[src/rtl/sccpu_pkg.sv]
// Shared SCCPU load/store definitions: access sizes, LSU FSM states,
// byte-enable patterns and the alignment rule.
package sccpu_pkg;

    typedef enum logic [1:0] {
        SZ_BYTE = 2'b00,
        SZ_HALF = 2'b01,
        SZ_WORD = 2'b10,
        SZ_RSVD = 2'b11
    } size_e;

    typedef enum logic [1:0] {
        ST_IDLE = 2'b00,
        ST_REQ  = 2'b01,
        ST_WAIT = 2'b10,
        ST_DONE = 2'b11
    } lsu_state_e;

    localparam logic [3:0] BE_BYTE0   = 4'b0001;
    localparam logic [3:0] BE_HALF_LO = 4'b0011;
    localparam logic [3:0] BE_HALF_HI = 4'b1100;
    localparam logic [3:0] BE_WORD    = 4'b1111;

    // Operation fields held for the life of one bus transaction.
    typedef struct packed {
        logic       load;
        logic [1:0] size;
        logic       sgn;
        logic [1:0] addr_lo;
        logic [4:0] rd;
    } lsu_op_t;

    // Reserved size code behaves as a word access.
    function automatic logic misaligned(input logic [1:0] size, input logic [1:0] addr_lo);
        case (size)
            SZ_BYTE: misaligned = 1'b0;
            SZ_HALF: misaligned = addr_lo[0];
            default: misaligned = (addr_lo != 2'b00);
        endcase
    endfunction

endpackage

[src/rtl/lsu_align.sv]
// Combinational lane logic: store data replication / byte enables and
// load field extraction with sign or zero extension.
module lsu_align
    import sccpu_pkg::*;
#(
    parameter bit BIG_ENDIAN = 1'b0
) (
    input  logic [1:0]  size_i,
    input  logic [1:0]  addr_lo_i,
    input  logic        sign_i,
    input  logic [31:0] wdata_i,
    input  logic [31:0] rdata_i,
    output logic [3:0]  be_o,
    output logic [31:0] wdata_o,
    output logic [31:0] rdata_o
);

    logic [1:0]  lane;
    logic [7:0]  byte_sel;
    logic [15:0] half_sel;

    // Endianness only moves the byte lane; halves always follow addr[1].
    assign lane = BIG_ENDIAN ? (2'd3 - addr_lo_i) : addr_lo_i;

    always_comb begin
        case (lane)
            2'd0:    byte_sel = rdata_i[7:0];
            2'd1:    byte_sel = rdata_i[15:8];
            2'd2:    byte_sel = rdata_i[23:16];
            default: byte_sel = rdata_i[31:24];
        endcase
        half_sel = addr_lo_i[1] ? rdata_i[31:16] : rdata_i[15:0];
    end

    always_comb begin
        be_o    = BE_WORD;
        wdata_o = wdata_i;
        rdata_o = rdata_i;
        case (size_i)
            SZ_BYTE: begin
                be_o    = BE_BYTE0 << lane;
                wdata_o = {4{wdata_i[7:0]}};
                rdata_o = {{24{sign_i & byte_sel[7]}}, byte_sel};
            end
            SZ_HALF: begin
                be_o    = addr_lo_i[1] ? BE_HALF_HI : BE_HALF_LO;
                wdata_o = {2{wdata_i[15:0]}};
                rdata_o = {{16{sign_i & half_sel[15]}}, half_sel};
            end
            default: ;
        endcase
    end

endmodule

[src/rtl/load_store_unit.sv]
// Load/store unit: one req/gnt/rvalid data-memory transaction per memory
// instruction, stalling the core while in flight and writing back loads.
module load_store_unit
    import sccpu_pkg::*;
#(
    parameter logic [7:0] TIMEOUT    = 8'd255,
    parameter bit         BIG_ENDIAN = 1'b0
) (
    input  logic        clk,
    input  logic        rst,
    input  logic        op_valid,
    input  logic        op_load,
    input  logic [1:0]  op_size,
    input  logic        op_signed,
    input  logic [31:0] op_addr,
    input  logic [31:0] op_wdata,
    input  logic [4:0]  op_rd,
    output logic        stall,
    output logic        wb_en,
    output logic [4:0]  wb_rd,
    output logic [31:0] wb_data,
    output logic        exc_misalign,
    output logic        exc_timeout,
    output logic        mem_req,
    output logic        mem_we,
    output logic [31:0] mem_addr,
    output logic [3:0]  mem_be,
    output logic [31:0] mem_wdata,
    input  logic        mem_gnt,
    input  logic        mem_rvalid,
    input  logic [31:0] mem_rdata
);

    lsu_state_e  state_q, state_d;
    lsu_op_t     op_q;
    logic [7:0]  cnt_q, cnt_d;
    logic        mem_we_q;
    logic [31:0] mem_addr_q, mem_wdata_q, wb_data_q;
    logic [3:0]  mem_be_q;
    logic        exc_mis_q, exc_mis_d, exc_to_q, exc_to_d;
    logic        accept, capture, aligned_op, timeout_hit, in_idle;

    logic [1:0]  al_size, al_addr;
    logic [3:0]  al_be;
    logic [31:0] al_wdata, al_rdata;

    // Store lanes come from the live op in IDLE; load extraction uses the latched op.
    assign in_idle = (state_q == ST_IDLE);
    assign al_size = in_idle ? op_size       : op_q.size;
    assign al_addr = in_idle ? op_addr[1:0]  : op_q.addr_lo;

    lsu_align #(.BIG_ENDIAN(BIG_ENDIAN)) u_align (
        .size_i    (al_size),
        .addr_lo_i (al_addr),
        .sign_i    (op_q.sgn),
        .wdata_i   (op_wdata),
        .rdata_i   (mem_rdata),
        .be_o      (al_be),
        .wdata_o   (al_wdata),
        .rdata_o   (al_rdata)
    );

    assign aligned_op  = op_valid && !misaligned(op_size, op_addr[1:0]);
    // Fires on the TIMEOUT-th cycle spent in REQ+WAIT; bus responses that cycle are dropped.
    assign timeout_hit = (state_q == ST_REQ || state_q == ST_WAIT) && (cnt_q == TIMEOUT - 8'd1);

    always_comb begin
        state_d   = state_q;
        cnt_d     = cnt_q;
        accept    = 1'b0;
        capture   = 1'b0;
        exc_mis_d = 1'b0;
        exc_to_d  = 1'b0;
        case (state_q)
            ST_IDLE: begin
                exc_mis_d = op_valid && misaligned(op_size, op_addr[1:0]);
                if (aligned_op) begin
                    accept  = 1'b1;
                    cnt_d   = 8'd0;
                    state_d = ST_REQ;
                end
            end
            ST_REQ: begin
                cnt_d = cnt_q + 8'd1;
                if (timeout_hit) begin
                    exc_to_d = 1'b1;
                    state_d  = ST_IDLE;
                end else if (mem_gnt) begin
                    if (!op_q.load) begin
                        state_d = ST_DONE;
                    end else if (mem_rvalid) begin
                        capture = 1'b1;
                        state_d = ST_DONE;
                    end else begin
                        state_d = ST_WAIT;
                    end
                end
            end
            ST_WAIT: begin
                cnt_d = cnt_q + 8'd1;
                if (timeout_hit) begin
                    exc_to_d = 1'b1;
                    state_d  = ST_IDLE;
                end else if (mem_rvalid) begin
                    capture = 1'b1;
                    state_d = ST_DONE;
                end
            end
            default: state_d = ST_IDLE;
        endcase
    end

    always_ff @(posedge clk or posedge rst) begin
        if (rst) begin
            state_q     <= ST_IDLE;
            op_q        <= '0;
            cnt_q       <= 8'd0;
            mem_we_q    <= 1'b0;
            mem_addr_q  <= 32'd0;
            mem_be_q    <= 4'd0;
            mem_wdata_q <= 32'd0;
            wb_data_q   <= 32'd0;
            exc_mis_q   <= 1'b0;
            exc_to_q    <= 1'b0;
        end else begin
            state_q   <= state_d;
            cnt_q     <= cnt_d;
            exc_mis_q <= exc_mis_d;
            exc_to_q  <= exc_to_d;
            if (accept) begin
                op_q        <= '{load: op_load, size: op_size, sgn: op_signed,
                                 addr_lo: op_addr[1:0], rd: op_rd};
                mem_we_q    <= !op_load;
                mem_addr_q  <= {op_addr[31:2], 2'b00};
                mem_be_q    <= al_be;
                mem_wdata_q <= al_wdata;
            end
            if (capture) wb_data_q <= al_rdata;
        end
    end

    assign stall        = (in_idle && aligned_op) || state_q == ST_REQ || state_q == ST_WAIT;
    assign mem_req      = (state_q == ST_REQ);
    assign mem_we       = mem_we_q;
    assign mem_addr     = mem_addr_q;
    assign mem_be       = mem_be_q;
    assign mem_wdata    = mem_wdata_q;
    assign wb_en        = (state_q == ST_DONE) && op_q.load && (op_q.rd != 5'd0);
    assign wb_rd        = op_q.rd;
    assign wb_data      = wb_data_q;
    assign exc_misalign = exc_mis_q;
    assign exc_timeout  = exc_to_q;

endmodule

[config.mk]
export PLATFORM = sky130hd
export DESIGN_NAME = load_store_unit
export DESIGN_NICKNAME = d
export VERILOG_FILES = /design/src/rtl/sccpu_pkg.sv /design/src/rtl/lsu_align.sv /design/src/rtl/load_store_unit.sv
export SDC_FILE = /design/constraint.sdc
export NUM_CORES = 1
export LEC_CHECK = 0
export BUFFER_PORTS_ARGS = -buffer_cell sky130_fd_sc_hd__buf_4
export CORE_UTILIZATION = 50
export CTS_CLUSTER_SIZE = 28
export DETAILED_ROUTE_END_ITERATION = 7
export GPL_TIMING_DRIVEN = 1
export PLACE_DENSITY_LB_ADDON = 0.05
export SLEW_MARGIN = 20
export SYNTH_ARGS = -nofsm -noshare
export SYNTH_HDL_FRONTEND = slang
export SYNTH_HIERARCHICAL = 1
export SYNTH_SLANG_ARGS = --single-unit
export TNS_END_PERCENT = 50
[constraint.sdc]
create_clock -name clk -period 4.9 [get_ports clk]
set_input_delay 0.49 -clock clk [delete_from_list [all_inputs] [get_ports clk]]
set_output_delay 0.49 -clock clk [all_outputs]
set_load 0.1 [all_outputs]
==> flow_summary_export.csv, run 1 <==
group,metric,value,unit
timing,fin_tns_setup,0,ns
synth,synth.area.top_cells,"dfrtp_1 (49%), mux2_2 (22%), a21oi_1 (3.2%), buf_4 (2.5%), mux2_4 (2.4%)",
timing,max_freq,313.5,MHz
setup_path,crit_fanout,30,
clock_network,clk_pin_slew,0.05,ns
hold_path,hold_class,"primary input to asynchronous set/reset pin",
global_routing,grt_max_degree,87,
global_routing,antenna_found_initial,0,
clock_network,cts_sinks,122,
synth,synth.distinct_cells,49,
setup_path,worstSetupPathType,"flop to flop",
detailed_routing,drc_errors,0,
run,cap_violations,0,
global_routing,grt_pass1_vias,4836,
timing,setup_violations,0,
clock_network,htree_num_levels,4,
die,ioPinCount,221,
synth,ys_warn_count,6,
die,dieHeight,113.6,um
global_routing,grt_usage,0.2556,
detailed_routing,ant_nets,0,
synth,synth_simple_gate_area_share,0.07497,
status,outcome,"finished, final reports clean",
detailed_routing,drt_pass1_iterations,4,
synth,synth.area.mux_share,0.2750,
synth,synth_compound_area_frac,0.09045,
layout,postLayoutCellArea,0.008378,mm2
synth,syn_inst,510,
synth,synth.yosys.seq_area_share,0.4905,
die,die-width,113.6,um
layout,fillCellCount,917,
die,die-area,0.01290,mm2
global_routing,grt_overflow_total,0,
clock_network,cts.repair.resized,0,
die,rows,40,
synth,netlist_area,0.006225,mm2
global_routing,grt_pass1_wl,25110,um
detailed_routing,viasPerCell,5.436,
synth,synth_xor_area_frac,0.001407,
setup_path,crit_required,5.20,ns
place,io_buffers,218,
place,dpl_cell_area,0.007824,mm2
timing,rsz0062_at_grt,"false",
die,start_util,0.5161,
clock_network,ctsHoldBuffers,0,
synth,yosysTopAreaCell,"dfrtp_1",
synth,yosysTopAreaCellShare,0.4905,
timing,relSlewSlack,0.2046,
detailed_routing,drt-total-wl,15760,um
synth,synthAdderAreaFrac,0.01407,
clock_network,numCtsBuffers,17,
detailed_routing,vias,4822,
clock_network,root_buffer,"clkbuf_16",
layout,final_nets,825,
synth,ys.flop_type,"dfrtp_1",
die,core_area,0.01206,mm2
synth,synth_top_family_by_area,"multiplexers",
place,routabilityCongestion,0.8467,
timing,period_minus_slack,3.189,ns
detailed_routing,routedWlPerCell,17.76,um
layout,fin_util,0.6946,
timing,drv_slew,0,
timing,finalCritPeriodShare,0.6509,
timing,max_slew.worst_pin.slew,1.191,ns
layout,diodes,0,
timing,hold-worst-slack,0.2274,ns
setup_path,arrival,3.49,ns
synth,synthArstFlopShare,1.000,
timing,hold_viol,0,
clock_network,cts_tree,"done",
setup_path,r2r_setup_slack,1.71,ns
setup_path,critPathLaunchType,"flop",
place,dp_hpwl,11280,um
synth,synth_area_per_cell,12.21,um2
setup_path,end_kind,"flop",
layout,drive_gt1_frac,0.5410,
synth,synth.ff_latch_count,122,
clock_network,clkLatencyLatePin,0.42,ns
layout,areaGrowthSynthToFinish,34.59,%
clock_network,post-cts-setup-buffers,0,
timing,skew,0.005446,ns
synth,synth_edf_count,0,
detailed_routing,first_iter_violations,357,
clock_network,clockBufferDepth,2,
worst max-delay path, cell delays in order (launching register included):
cell and delay (ns):
dfrtp_1 0.43, inv_1 0.11, ha_1 0.40, mux2_2 0.61
mux2_2 0.41, a21oi_2 0.63, a21oi_1 0.17, mux2_4 0.29
stage by stage:
stage | instances | worst slack (ns)
floorplan | 511 | 1.167
finish | 887 | 1.711
detailed placement | 857 | 1.769
CTS | 887 | 1.763
global placement | 857 | 1.893
global route | 887 | 1.531
final timing paths:
| path | from | endpoint | cells past startpoint |
|---|---|---|---|
| max in group asynchronous | rst | wb_data[8]$_DFFE_PP0P_ | 3 |
| min in group clk | op_load | mem_we$_DFFE_PP0P_ | 2 |
| worst max-delay path | state_q[0]$_DFFE_PP0P_ | wb_data[20]$_DFFE_PP0P_ | 7 |
| worst max register to register | state_q[0]$_DFFE_PP0P_ | wb_data[20]$_DFFE_PP0P_ | 7 |
| worst min register to register | mem_we$_DFFE_PP0P_ | mem_we$_DFFE_PP0P_ | 2 |
| worst min-delay path | rst | wb_data[16]$_DFFE_PP0P_ | 2 |
metal layers:
layer,share of wire,wire (um),track usage,vias to the layer above
met3,0.089,1398,0.09777,32
met1,0.39,6114,0.3020,2366
met5,0,0,0,-
met2,0.50,7925,0.4252,204
li1,-,-,-,2220
met4,0.020,318,0.09123,0
placed cells by master (no fill, tap or decap), types with 2 or more instances in the layout:
cell	n
mux2_2	120
clkbuf_16	17
clkbuf_1	4
or3_1	5
nand3_1	12
nand4_1	3
a22o_1	2
conb_1	2
ha_1	7
o21ai_2	2
nand2_1	24
bufinv_16	2
clkinv_2	3
mux2_4	10
inv_1	9
nor2b_1	12
a21oi_1	40
and3b_1	8
o21bai_1	4
buf_4	222
nor2_1	11
o22ai_1	2
nand2b_1	2
mux2i_1	15
o21ai_0	25
a221o_1	6
dfrtp_1	122
clkinvlp_4	3
registers in the layout (all words and copies together) (netlist names):
name and count:
mem_wdata 32, wb_data 32, mem_addr 30, cnt_q 8
op_q 6, wb_rd 5, mem_be 4, state_q 2
exc_misalign 1, exc_timeout 1, mem_we 1
area by class of cell:
| type | instances | area [um2] | share of cell area |
|---|---|---|---|
| clock inverters | 8 | 97.59 | 0.01165 |
| well taps | 168 | 210.2 | 0.02509 |
| repair buffers | 222 | 1667 | 0.1989 |
| clock buffers | 22 | 454.2 | 0.05421 |
| flip-flops and latches | 122 | 3053 | 0.3644 |
| multi-input cells | 335 | 2854 | 0.3407 |
| inverters | 10 | 42.54 | 0.005078 |
cell families (layout without fill, tap and decap cells):
kind of cell               after synthesis  in the layout
muxes                                  148            148
DFF                                    122            122
AOI/OAI and AO/OA                       91             91
and+or+nand+nor                         86             86
buffers and inverters                   54            262
adders and majority gates                7              7
other                                    1              2
xor gates and xnor gates                 1              1
synthesized netlist by cell type (4+ instances only):
cell      instances
a21oi_1          40
a221o_1           6
and3b_1           8
buf_2            15
buf_4            21
buf_6             4
clkbuf_1          4
dfrtp_1         122
ha_1              7
inv_1            10
mux2_2          120
mux2_4           10
mux2i_1          15
nand2_1          24
nand3_1          12
nor2_1           11
nor2b_1          12
o21ai_0          25
o21bai_1          4
or3_1             5
Power of run 1 is left out: the tool's default activity adds up to more than one toggle a clock period on the data nets, which glitch-free logic cannot reach.
==> run 2: changes to the inputs <==
--- a/config.mk
+++ b/config.mk
@@ -5,8 +5,9 @@
 export SDC_FILE = /design/constraint.sdc
 export NUM_CORES = 1
 export LEC_CHECK = 0
+export ABC_AREA = 1
 export BUFFER_PORTS_ARGS = -buffer_cell sky130_fd_sc_hd__buf_4
-export CORE_UTILIZATION = 50
+export CORE_UTILIZATION = 51
 export CTS_CLUSTER_SIZE = 28
 export DETAILED_ROUTE_END_ITERATION = 7
 export GPL_TIMING_DRIVEN = 1
==> constraint.sdc (replaced) <==
create_clock -name clk -period 3.1 [get_ports clk]
set_input_delay 0.31 -clock clk [delete_from_list [all_inputs] [get_ports clk]]
set_output_delay 0.31 -clock clk [all_outputs]
set_load 0.1 [all_outputs]
==> flow_summary_export.csv, run 2 <==
group,metric,value,unit
layout,fin_util,0.6973,
die,ioPinCount,221,
synth,netlist_top_cells_count,"nand2_1 (443), dfrtp_1 (122), nand3_1 (97)",
die,die-width,113.3,um
synth,synth.area.top_cells,"dfrtp_1 (48%), nand2_1 (26%), nand3_1 (7.7%), buf_2 (1.9%), inv_1 (1.9%)",
setup_path,worst_r2r_path_depth,13,
setup_path,cp_slowest_cell,"dfrtp_1",
clock_network,numCtsBuffers,17,
clock_network,cts_sinks,122,
clock_network,cts_tree,"done",
run,cap_violations,0,
layout,final_nets,1147,
setup_path,critPathLaunchType,"flop",
setup_path,slowest_delay,0.42,ns
timing,rsz0062_at_grt,"false",
status,outcome,"finished, final reports clean",
layout,final_cell_mix,"nand2_1 (443), buf_4 (226), dfrtp_1 (122)",
timing,max_freq,357.1,MHz
clock_network,htree_num_levels,4,
timing,period_minus_slack,2.800,ns
clock_network,clkLatencyLatePin,0.42,ns
synth,netlist_area,0.006314,mm2
detailed_routing,drc_errors,0,
hold_path,hold_class,"primary input to asynchronous set/reset pin",
timing,drv_slew,0,
clock_network,clk_pin_slew,0.05,ns
timing,skew,0.006692,ns
layout,final_common_cell,"nand2_1",
clock_network,clockBufferDepth,2,
detailed_routing,drt-total-wl,17210,um
clock_network,ctsHoldBuffers,0,
setup_path,worstSetupStartpoint,"state_q[0]$_DFFE_PP0P_",
synth,syn_inst,839,
global_routing,grt_usage,0.2820,
global_routing,antenna_found_initial,0,
detailed_routing,drt_pass1_iterations,6,
synth,ys_warn_count,6,
die,core_area,0.01206,mm2
detailed_routing,viasPerCell,5.052,
layout,diodes,0,
clock_network,cts.repair.resized,0,
place,io_buffers,218,
setup_path,worstSetupPathType,"flop to flop",
layout,areaGrowthSynthToFinish,33.21,%
die,dieHeight,113.3,um
setup_path,crit_top_cell,"nand3_1",
setup_path,cp_top_family,"simple AND/OR/NAND/NOR gates",
detailed_routing,vias,6103,
timing,setup_violations,0,
die,rows,40,
synth,yosysTopAreaCellShare,0.4836,
die,die-area,0.01283,mm2
place,dpl_cell_area,0.007915,mm2
global_routing,grt_pass1_wl,28090,um
clock_network,root_buffer,"clkbuf_16",
synth,synth_area_per_cell,7.525,um2
timing,max_slew.worst_pin.slew,0.8811,ns
setup_path,crit_required,3.45,ns
setup_path,arrival,3.15,ns
global_routing,grt_pass1_vias,5533,
synth,synth_edf_count,0,
synth,yosysTopAreaCell,"dfrtp_1",
synth,synth.ff_latch_count,122,
setup_path,path_cells,"inv_1 > ha_1 > inv_1 > nand2_1 > o21ai_0 > buf_4 > inv_1 > nand3_1 > nand3_1 > nand3_4 > nand3_1 > nand3_1 > nand2_1",
timing,hold-worst-slack,0.06771,ns
setup_path,rr_endpoint,"wb_data[12]$_DFFE_PP0P_",
setup_path,critPathBufInv,4,
global_routing,grt_max_degree,123,
global_routing,grt_overflow_total,0,
timing,finalCritPeriodShare,0.9032,
die,start_util,0.5234,
layout,fillCellCount,1037,
timing,relSlewSlack,0.4064,
place,dp_hpwl,11760,um
detailed_routing,routedWlPerCell,14.25,um
synth,ys.flop_type,"dfrtp_1",
synth,synth.distinct_cells,29,
synth,synthArstFlopShare,1.000,
setup_path,end_kind,"flop",
place,routabilityCongestion,0.8941,
setup_path,crit_fanout,24,
synth,synth.most_common_cell,"nand2_1",
timing,hold_viol,0,
setup_path,r2r_setup_slack,0.30,ns
layout,postLayoutCellArea,0.008411,mm2
detailed_routing,first_iter_violations,602,
timing,fin_tns_setup,0,ns
synth,synth.yosys.seq_area_share,0.4836,
clock_network,post-cts-setup-buffers,0,
layout,drive_gt1_frac,0.2712,
setup_path,rr_startpoint,"state_q[0]$_DFFE_PP0P_",
detailed_routing,ant_nets,0,
## run 2: per-layer routing
layer,share of wire,global-route usage,vias up
met5,0,0,-
met1,0.43,0.3951,2760
li1,-,-,3001
met3,0.087,0.06856,48
met2,0.45,0.4131,294
met4,0.033,0.1307,0
## run 2: worst max-delay path by stage
stage | to | cells past startpoint
3_5_place_dp | wb_data[14]$_DFFE_PP0P_ | 11
6_report | wb_data[12]$_DFFE_PP0P_ | 13
4_1_cts | wb_data[12]$_DFFE_PP0P_ | 11
5_1_grt | wb_data[12]$_DFFE_PP0P_ | 13
3_3_place_gp | wb_data[12]$_DFFE_PP0P_ | 13
2_1_floorplan | stall | 4
## run 2: area by class of cell
cell class / count / area, um2 / area share
well taps: 168 / 210.2 / 0.02499
multi-input cells: 627 / 2800 / 0.3329
clock buffers: 25 / 475.5 / 0.05653
clock inverters: 4 / 20.02 / 0.002380
repair buffers: 227 / 1717 / 0.2041
inverters: 35 / 135.1 / 0.01607
flip-flops and latches: 122 / 3053 / 0.3630
## run 2: cell families after synthesis
family	count (synthesis)	share of synthesized area
buffers and inverters	91	0.07729
other	1	0.0005940
flip-flops	122	0.4836
adder cells (fa/ha/maj)	7	0.01387
AND/OR/NAND/NOR	587	0.3981
AO/OA/AOI/OAI	31	0.02655
## run 2: worst min-delay path, cell delays in order
cell,delay [ns]
buf_4,0.12
clkinvlp_4,0.07
buf_12,0.46
## run 2: through the flow
stage / instances / setup WS, ns
floorplan: 840 / 0.6904
global placement: 1179 / 0.4139
detailed placement: 1179 / 0.3704
CTS: 1208 / 0.3516
global route: 1208 / 0.01879
finish: 1208 / 0.3000
Power of run 2 is left out for the same reason.
